### src/rtl/ex_mem_pipe_reg_pkg.sv
// Shared definitions for the EX/MEM pipeline register: default widths,
// load-mode encodings and the packed MEM/WB control bundle.
package ex_mem_pipe_reg_pkg;

  localparam int DATA_W_DEF      = 32;
  localparam int REG_ADDR_W_DEF  = 5;
  localparam int LOAD_MODE_W_DEF = 2;
  localparam int CNT_W_DEF       = 16;

  // Register $zero never receives a write, so it is never a forwarding source.
  localparam int REG_ZERO = 0;

  typedef enum logic [1:0] {
    LM_WORD = 2'd0,
    LM_HALF = 2'd1,
    LM_BYTE = 2'd2
  } load_mode_e;

  typedef struct packed {
    logic reg_write;
    logic mem_write;
    logic mem_read;
    logic mem_to_reg;
    logic branch;
    logic zero;
  } ctrl_t;

  // A non-valid slot must never write the register file or memory.
  function automatic ctrl_t gate_side_effects(ctrl_t c, logic valid);
    ctrl_t r;
    r           = c;
    r.reg_write = c.reg_write & valid;
    r.mem_write = c.mem_write & valid;
    return r;
  endfunction

endpackage

### src/rtl/ex_mem_pipe_reg_if.sv
// EX -> MEM stage bundle: hazard controls, EX-side inputs, MEM-side outputs,
// derived branch/forward flags and the hazard event counters.
interface ex_mem_pipe_reg_if #(
  parameter int DATA_W      = 32,
  parameter int REG_ADDR_W  = 5,
  parameter int LOAD_MODE_W = 2,
  parameter int CNT_W       = 16
) ();

  logic                   stall;
  logic                   flush;

  logic                   valid_in;
  logic                   RegWrite_in;
  logic                   MemWrite_in;
  logic                   MemRead_in;
  logic                   MemToReg_in;
  logic                   branch_in;
  logic                   zero_in;
  logic [LOAD_MODE_W-1:0] load_mode_in;
  logic [REG_ADDR_W-1:0]  writebackDestination_in;
  logic [DATA_W-1:0]      aluResult_in;
  logic [DATA_W-1:0]      rt_in;
  logic [DATA_W-1:0]      pc_in;

  logic                   valid_out;
  logic                   RegWrite_out;
  logic                   MemWrite_out;
  logic                   MemRead_out;
  logic                   MemToReg_out;
  logic                   branch_out;
  logic                   zero_out;
  logic [LOAD_MODE_W-1:0] load_mode_out;
  logic [REG_ADDR_W-1:0]  writebackDestination_out;
  logic [DATA_W-1:0]      aluResult_out;
  logic [DATA_W-1:0]      rt_out;
  logic [DATA_W-1:0]      pc_out;

  logic                   branch_taken;
  logic                   fwd_en;
  logic [CNT_W-1:0]       stall_cnt;
  logic [CNT_W-1:0]       flush_cnt;

  modport master (
    output stall, flush, valid_in, RegWrite_in, MemWrite_in, MemRead_in,
           MemToReg_in, branch_in, zero_in, load_mode_in,
           writebackDestination_in, aluResult_in, rt_in, pc_in,
    input  valid_out, RegWrite_out, MemWrite_out, MemRead_out, MemToReg_out,
           branch_out, zero_out, load_mode_out, writebackDestination_out,
           aluResult_out, rt_out, pc_out, branch_taken, fwd_en,
           stall_cnt, flush_cnt
  );

  modport slave (
    input  stall, flush, valid_in, RegWrite_in, MemWrite_in, MemRead_in,
           MemToReg_in, branch_in, zero_in, load_mode_in,
           writebackDestination_in, aluResult_in, rt_in, pc_in,
    output valid_out, RegWrite_out, MemWrite_out, MemRead_out, MemToReg_out,
           branch_out, zero_out, load_mode_out, writebackDestination_out,
           aluResult_out, rt_out, pc_out, branch_taken, fwd_en,
           stall_cnt, flush_cnt
  );

endinterface

### src/rtl/ex_mem_pipe_reg_sat_counter.sv
// Event counter that sticks at all-ones instead of wrapping.
module sat_counter #(
  parameter int W = 16
) (
  input  logic         clk,
  input  logic         rst,
  input  logic         inc_i,
  output logic [W-1:0] count_o
);

  logic [W-1:0] count_q;
  logic [W-1:0] count_d;

  always_comb begin
    count_d = count_q;
    if (inc_i && (count_q != {W{1'b1}})) begin
      count_d = count_q + W'(1);
    end
  end

  always_ff @(posedge clk) begin
    if (rst) begin
      count_q <= '0;
    end else begin
      count_q <= count_d;
    end
  end

  assign count_o = count_q;

endmodule

### src/rtl/ex_mem_pipe_reg.sv
// EX/MEM pipeline register with valid tracking, stall/flush handling,
// branch-resolution and forwarding flags, and saturating hazard counters.
module ex_mem_pipe_reg
  import ex_mem_pipe_reg_pkg::*;
#(
  parameter int DATA_W      = DATA_W_DEF,
  parameter int REG_ADDR_W  = REG_ADDR_W_DEF,
  parameter int LOAD_MODE_W = LOAD_MODE_W_DEF,
  parameter int CNT_W       = CNT_W_DEF
) (
  input  logic                clk,
  input  logic                rst,
  ex_mem_pipe_reg_if.slave    bus
);

  logic                   valid_q, valid_d;
  ctrl_t                  ctrl_q, ctrl_d;
  ctrl_t                  ctrl_in;
  logic [LOAD_MODE_W-1:0] lm_q, lm_d;
  logic [REG_ADDR_W-1:0]  dest_q, dest_d;
  logic [DATA_W-1:0]      alu_q, alu_d;
  logic [DATA_W-1:0]      rt_q, rt_d;
  logic [DATA_W-1:0]      pc_q, pc_d;

  assign ctrl_in = '{
    reg_write:  bus.RegWrite_in,
    mem_write:  bus.MemWrite_in,
    mem_read:   bus.MemRead_in,
    mem_to_reg: bus.MemToReg_in,
    branch:     bus.branch_in,
    zero:       bus.zero_in
  };

  // Flush outranks stall; datapath fields still load on a flush so the
  // bubble carries deterministic (if meaningless) contents.
  always_comb begin
    valid_d = valid_q;
    ctrl_d  = ctrl_q;
    lm_d    = lm_q;
    dest_d  = dest_q;
    alu_d   = alu_q;
    rt_d    = rt_q;
    pc_d    = pc_q;
    if (bus.flush || !bus.stall) begin
      lm_d   = bus.load_mode_in;
      dest_d = bus.writebackDestination_in;
      alu_d  = bus.aluResult_in;
      rt_d   = bus.rt_in;
      pc_d   = bus.pc_in;
      if (bus.flush) begin
        valid_d = 1'b0;
        ctrl_d  = '0;
      end else begin
        valid_d = bus.valid_in;
        ctrl_d  = gate_side_effects(ctrl_in, bus.valid_in);
      end
    end
  end

  always_ff @(posedge clk) begin
    if (rst) begin
      valid_q <= 1'b0;
      ctrl_q  <= '0;
      lm_q    <= '0;
      dest_q  <= '0;
      alu_q   <= '0;
      rt_q    <= '0;
      pc_q    <= '0;
    end else begin
      valid_q <= valid_d;
      ctrl_q  <= ctrl_d;
      lm_q    <= lm_d;
      dest_q  <= dest_d;
      alu_q   <= alu_d;
      rt_q    <= rt_d;
      pc_q    <= pc_d;
    end
  end

  assign bus.valid_out                = valid_q;
  assign bus.RegWrite_out             = ctrl_q.reg_write;
  assign bus.MemWrite_out             = ctrl_q.mem_write;
  assign bus.MemRead_out              = ctrl_q.mem_read;
  assign bus.MemToReg_out             = ctrl_q.mem_to_reg;
  assign bus.branch_out               = ctrl_q.branch;
  assign bus.zero_out                 = ctrl_q.zero;
  assign bus.load_mode_out            = lm_q;
  assign bus.writebackDestination_out = dest_q;
  assign bus.aluResult_out            = alu_q;
  assign bus.rt_out                   = rt_q;
  assign bus.pc_out                   = pc_q;

  // Derived purely from registered state: no EX-to-MEM combinational path.
  assign bus.branch_taken = valid_q & ctrl_q.branch & ctrl_q.zero;
  assign bus.fwd_en       = valid_q & ctrl_q.reg_write &
                            (dest_q != REG_ADDR_W'(REG_ZERO));

  sat_counter #(.W(CNT_W)) u_stall_cnt (
    .clk     (clk),
    .rst     (rst),
    .inc_i   (bus.stall & ~bus.flush),
    .count_o (bus.stall_cnt)
  );

  sat_counter #(.W(CNT_W)) u_flush_cnt (
    .clk     (clk),
    .rst     (rst),
    .inc_i   (bus.flush),
    .count_o (bus.flush_cnt)
  );

endmodule

### src/flat_wrapper.sv
// flat-port wrapper written by rule: the top's interface ports become plain ports
module ex_mem_pipe_reg_flat import ex_mem_pipe_reg_pkg::*;
#(
  parameter int DATA_W      = DATA_W_DEF,
  parameter int REG_ADDR_W  = REG_ADDR_W_DEF,
  parameter int LOAD_MODE_W = LOAD_MODE_W_DEF,
  parameter int CNT_W       = CNT_W_DEF
)
  (clk, rst, bus_stall, bus_flush, bus_valid_in, bus_RegWrite_in, bus_MemWrite_in, bus_MemRead_in, bus_MemToReg_in, bus_branch_in, bus_zero_in, bus_load_mode_in, bus_writebackDestination_in, bus_aluResult_in, bus_rt_in, bus_pc_in, bus_valid_out, bus_RegWrite_out, bus_MemWrite_out, bus_MemRead_out, bus_MemToReg_out, bus_branch_out, bus_zero_out, bus_load_mode_out, bus_writebackDestination_out, bus_aluResult_out, bus_rt_out, bus_pc_out, bus_branch_taken, bus_fwd_en, bus_stall_cnt, bus_flush_cnt);
  ex_mem_pipe_reg_if #(.DATA_W(DATA_W), .REG_ADDR_W(REG_ADDR_W), .LOAD_MODE_W(LOAD_MODE_W), .CNT_W(CNT_W)) bus_i ();
  input  logic clk;
  input  logic rst;
  input wire logic [$bits(bus_i.stall)-1:0] bus_stall;
  input wire logic [$bits(bus_i.flush)-1:0] bus_flush;
  input wire logic [$bits(bus_i.valid_in)-1:0] bus_valid_in;
  input wire logic [$bits(bus_i.RegWrite_in)-1:0] bus_RegWrite_in;
  input wire logic [$bits(bus_i.MemWrite_in)-1:0] bus_MemWrite_in;
  input wire logic [$bits(bus_i.MemRead_in)-1:0] bus_MemRead_in;
  input wire logic [$bits(bus_i.MemToReg_in)-1:0] bus_MemToReg_in;
  input wire logic [$bits(bus_i.branch_in)-1:0] bus_branch_in;
  input wire logic [$bits(bus_i.zero_in)-1:0] bus_zero_in;
  input wire logic [$bits(bus_i.load_mode_in)-1:0] bus_load_mode_in;
  input wire logic [$bits(bus_i.writebackDestination_in)-1:0] bus_writebackDestination_in;
  input wire logic [$bits(bus_i.aluResult_in)-1:0] bus_aluResult_in;
  input wire logic [$bits(bus_i.rt_in)-1:0] bus_rt_in;
  input wire logic [$bits(bus_i.pc_in)-1:0] bus_pc_in;
  output wire logic [$bits(bus_i.valid_out)-1:0] bus_valid_out;
  output wire logic [$bits(bus_i.RegWrite_out)-1:0] bus_RegWrite_out;
  output wire logic [$bits(bus_i.MemWrite_out)-1:0] bus_MemWrite_out;
  output wire logic [$bits(bus_i.MemRead_out)-1:0] bus_MemRead_out;
  output wire logic [$bits(bus_i.MemToReg_out)-1:0] bus_MemToReg_out;
  output wire logic [$bits(bus_i.branch_out)-1:0] bus_branch_out;
  output wire logic [$bits(bus_i.zero_out)-1:0] bus_zero_out;
  output wire logic [$bits(bus_i.load_mode_out)-1:0] bus_load_mode_out;
  output wire logic [$bits(bus_i.writebackDestination_out)-1:0] bus_writebackDestination_out;
  output wire logic [$bits(bus_i.aluResult_out)-1:0] bus_aluResult_out;
  output wire logic [$bits(bus_i.rt_out)-1:0] bus_rt_out;
  output wire logic [$bits(bus_i.pc_out)-1:0] bus_pc_out;
  output wire logic [$bits(bus_i.branch_taken)-1:0] bus_branch_taken;
  output wire logic [$bits(bus_i.fwd_en)-1:0] bus_fwd_en;
  output wire logic [$bits(bus_i.stall_cnt)-1:0] bus_stall_cnt;
  output wire logic [$bits(bus_i.flush_cnt)-1:0] bus_flush_cnt;
  assign bus_i.stall = bus_stall;
  assign bus_i.flush = bus_flush;
  assign bus_i.valid_in = bus_valid_in;
  assign bus_i.RegWrite_in = bus_RegWrite_in;
  assign bus_i.MemWrite_in = bus_MemWrite_in;
  assign bus_i.MemRead_in = bus_MemRead_in;
  assign bus_i.MemToReg_in = bus_MemToReg_in;
  assign bus_i.branch_in = bus_branch_in;
  assign bus_i.zero_in = bus_zero_in;
  assign bus_i.load_mode_in = bus_load_mode_in;
  assign bus_i.writebackDestination_in = bus_writebackDestination_in;
  assign bus_i.aluResult_in = bus_aluResult_in;
  assign bus_i.rt_in = bus_rt_in;
  assign bus_i.pc_in = bus_pc_in;
  assign bus_valid_out = bus_i.valid_out;
  assign bus_RegWrite_out = bus_i.RegWrite_out;
  assign bus_MemWrite_out = bus_i.MemWrite_out;
  assign bus_MemRead_out = bus_i.MemRead_out;
  assign bus_MemToReg_out = bus_i.MemToReg_out;
  assign bus_branch_out = bus_i.branch_out;
  assign bus_zero_out = bus_i.zero_out;
  assign bus_load_mode_out = bus_i.load_mode_out;
  assign bus_writebackDestination_out = bus_i.writebackDestination_out;
  assign bus_aluResult_out = bus_i.aluResult_out;
  assign bus_rt_out = bus_i.rt_out;
  assign bus_pc_out = bus_i.pc_out;
  assign bus_branch_taken = bus_i.branch_taken;
  assign bus_fwd_en = bus_i.fwd_en;
  assign bus_stall_cnt = bus_i.stall_cnt;
  assign bus_flush_cnt = bus_i.flush_cnt;
  ex_mem_pipe_reg #(.DATA_W(DATA_W), .REG_ADDR_W(REG_ADDR_W), .LOAD_MODE_W(LOAD_MODE_W), .CNT_W(CNT_W)) u_core (.clk(clk), .rst(rst), .bus(bus_i));
endmodule
### config.mk
export PLATFORM = sky130hd
export DESIGN_NAME = ex_mem_pipe_reg_flat
export DESIGN_NICKNAME = d
export VERILOG_FILES = /design/src/rtl/ex_mem_pipe_reg_pkg.sv /design/src/rtl/ex_mem_pipe_reg_if.sv /design/src/rtl/ex_mem_pipe_reg_sat_counter.sv /design/src/rtl/ex_mem_pipe_reg.sv /design/src/flat_wrapper.sv
export SDC_FILE = /design/constraint.sdc
export NUM_CORES = 1
export LEC_CHECK = 0
export ABC_CLOCK_PERIOD_IN_PS = 2200
export BUFFER_PORTS_ARGS = -buffer_cell sky130_fd_sc_hd__buf_2
export CORE_AREA = 4 4 115 117
export DETAILED_ROUTE_END_ITERATION = 10
export DIE_AREA = 0 0 119 121
export GPL_TIMING_DRIVEN = 0
export PLACE_DENSITY_LB_ADDON = 0.05
export SLEW_MARGIN = 20
export SYNTH_ARGS = -nofsm -noshare
export SYNTH_HDL_FRONTEND = slang
export SYNTH_HIERARCHICAL = 1
export SYNTH_SLANG_ARGS = --single-unit
### constraint.sdc
create_clock -name clk -period 2.2 [get_ports clk]
set_input_delay 0.44 -clock clk [delete_from_list [all_inputs] [get_ports clk]]
set_output_delay 0.44 -clock clk [all_outputs]
set_load 0.02 [all_outputs]
==> impl_metrics.ini <==
[status]
status = finished, final reports clean

[sta]
fmax_mhz = 495
setup_tns_ns = 0
fin_skew_ns = 0.00364
slew_headroom_pct = 51.0
fin_crit_sh_pct = 91.7
setup_viol = 0
worst_pin_slew_ns = 0.725
finalCriticalPeriod_ns = 2.02
final_hold_viol_count = 0
slew_viol_final = 0
grt_setup_unrepaired = false

[die]
num_io_pins = 258
die_area_um2 = 14400
die_w_um = 119
num_rows = 41
core_um2 = 12400
start_util_pct = 45.2
die-height_um = 121

[worst_setup_path]
start_kind = flip-flop
max_stage_delay_ns = 0.38
end_kind = primary output
path_buf_inv = 1
cp_slowest_cell = or3_1
cp.required_ns = 1.76
crit_fanout = 3
arrival_ns = 1.58
crit_chain = or3_1 > o311a_1 > buf_2
path_class = flip-flop to primary output
critPathTopFamily = simple AND/OR/NAND/NOR gates
r2r_setup_slack_ns = 0.26

[synth]
synth_fa_ha_area_share_pct = 0.448
synth_top_family_by_area = simple AND/OR/NAND/NOR gates
postSynthAreaPerCell_um2 = 8.26
synth_nets = 792
muxShareOfSynthArea_pct = 1.48
ys.warnings.count = 6
synth_compound_area_share_pct = 14.7
synthSimpleGateAreaFrac_pct = 26.2
synth-xor-area-share_pct = 0.627
syn-cell-area_um2 = 5580
synth_seq_cells = 142
synthCells = 676
seq_area_frac_synth_pct = 50.9
ys_types = 39

[power]
p_total_mw = 6.56
seqPwrFrac_pct = 42.2
peakVddDrop_v = 0.000528
p_leak_nw = 3.67
clkPwrFrac_pct = 47.1
powerDensity_nw_per_um2 = 851
switching_share_pct = 23.8
p_int_mw = 5.00
switchingPower_mw = 1.56
p_comb_share_pct = 10.8

[cts]
cts_setup_buffers = 0
path_clk_slew_ns = 0.06
cts_sinks = 142
cts_tree = yes
cts_made_buffers = 17
cts_hold_buf = 0
cts-root-buf = clkbuf_16
htreeDepth = 4
clkLatencyLatePin_ns = 0.41
max-clock-path-buffers = 2
ctsResizeCount = 0

[placed_design]
dpl_cell_area_um2 = 7080
routabilityCongestion = 0.811
portBuffers = 255
dp_hpwl_mm = 12.8

[detailed_routing]
wirelength_mm = 16.9
wire_per_inst_um = 14.9
drtAntennaViolNets = 0
vias_per_cell = 5.06
drt-initial-drc-count = 338
drcViolationCount = 0
dr.pass1.iters = 5
vias = 5744

[layout]
layout-drive-gt1-share_pct = 33.5
area_growth_pct = 38.2
ff_latch_area_um2 = 2840
multiInputGateArea_um2 = 2430
fillers = 1129
final_nets = 1066
finalInstanceArea_um2 = 7720
layout_common_cells = buf_2, nand2_1, dfxtp_1
final_common_cell = buf_2

[global_route]
grt_pass1_wl_mm = 26.2
grt-ovfl-total = 0
grt_max_degree = 17
first_global_vias = 5436
antenna_found_initial = 1
grt_usage_pct = 22.4

[min_path]
hold_class = input port to flip-flop

[job]
cap_violations = 0
## metal layers
layer	vias to the layer above	part of all wire [%]	routed length (um)	track usage (%)
met3	32	8.2	1380	7.88
met2	232	49	8280	38.3
met5	-	0.071	12	0
met4	2	2.3	395	9.20
met1	2632	40	6820	25.4
li1	2846	-	-	-
## final cells by class
| type | count | area share, % |
|---|---|---|
| Antenna cell | 1 | 0.0324 |
| Buffer | 45 | 3.63 |
| Clock buffer | 20 | 5.79 |
| Clock inverter | 12 | 2.48 |
| Inverter | 7 | 0.405 |
| Multi-Input combinational cell | 482 | 31.5 |
| Sequential cell | 142 | 36.8 |
| Tap cell | 172 | 2.79 |
| Timing Repair Buffer | 255 | 16.5 |
## cell families after synthesis
logic type | Yosys count
AND/OR/NAND/NOR | 315
AO/OA/AOI/OAI | 153
flip-flops | 142
buffers and inverters | 52
multiplexers | 8
XOR/XNOR | 4
adder cells (fa/ha/maj) | 2
## power groups by stage
stage | Sequential (mW) | Clock, mW | Combinational (mW)
after global placement | 2.82 | 0 | 0.696
after CTS | 2.77 | 3.15 | 0.711
after global routing | 2.78 | 3.25 | 0.769
final | 2.77 | 3.09 | 0.706
after floorplan | 2.97 | 0 | 0.251
after detailed placement | 2.82 | 0 | 0.708
## cell usage after synthesis (all sizes together)
cell type | count | share of area [%]
inv | 6 | 0.40
clkbuf | 16 | 1.1
or3 | 7 | 0.78
buf | 29 | 3.9
a21oi | 125 | 11
nand2 | 221 | 15
nor2b | 5 | 0.56
or4 | 14 | 1.9
and3 | 3 | 0.34
o311a | 1 | 0.18
nor3 | 8 | 0.72
nand3 | 12 | 1.1
clkinv | 1 | 0.16
o311ai | 2 | 0.31
or2 | 1 | 0.11
o31ai | 12 | 1.6
o21a | 2 | 0.27
mux2i | 6 | 1.1
nor4 | 6 | 1.2
a22oi | 1 | 0.13
nand4 | 8 | 1.4
dfxtp | 142 | 51
o41ai | 2 | 0.31
and4 | 6 | 0.94
ha | 2 | 0.45
o21ai | 8 | 0.72
mux2 | 2 | 0.40
xnor2 | 4 | 0.63
nand2b | 1 | 0.25
nor2 | 18 | 1.2
nand3b | 3 | 0.40
nor4bb | 2 | 0.36
## per-stage QoR
| stage | setup WS, ns | utilization [%] | hold slack [ns] | cells |
|---|---|---|---|---|
| 2_1_floorplan | 0.249 | - | 0.528 | 676 |
| 3_3_place_gp | -0.0474 | 57.2 | 0.434 | 1103 |
| 3_5_place_dp | -0.126 | 57.2 | 0.440 | 1103 |
| 4_1_cts | 0.156 | 62.4 | 0.245 | 1135 |
| 5_1_grt | 0.0524 | 62.4 | 0.257 | 1135 |
| 6_report | 0.182 | 62.4 | 0.267 | 1136 |
## registers in the layout, indices dropped and copies added (netlist names), 2 cells and up
name / cells
u_core/bus.aluResult_out: 32
u_core/bus.load_mode_out: 2
u_core/bus.pc_out: 32
u_core/bus.rt_out: 32
u_core/bus.writebackDestination_out: 5
u_core/u_flush_cnt/count_o: 16
u_core/u_stall_cnt/count_o: 16
## worst paths after layout
check	start	endpoint	cells past startpoint
setup / recovery	u_core/bus.writebackDestination_out[4]	bus_fwd_en	3
hold / removal	bus_zero_in	u_core/bus.zero_out	3
setup reg to reg	u_core/u_flush_cnt/count_o[0]	u_core/u_flush_cnt/count_o[1]	6
hold reg to reg	u_core/bus.rt_out[9]	u_core/bus.rt_out[9]	2
## tightest hold or removal path: stages
cell and delay, ns:
buf_2 0.08, mux2i_1 0.05, nor2_1 0.07
(Power assumes the default switching activity.)
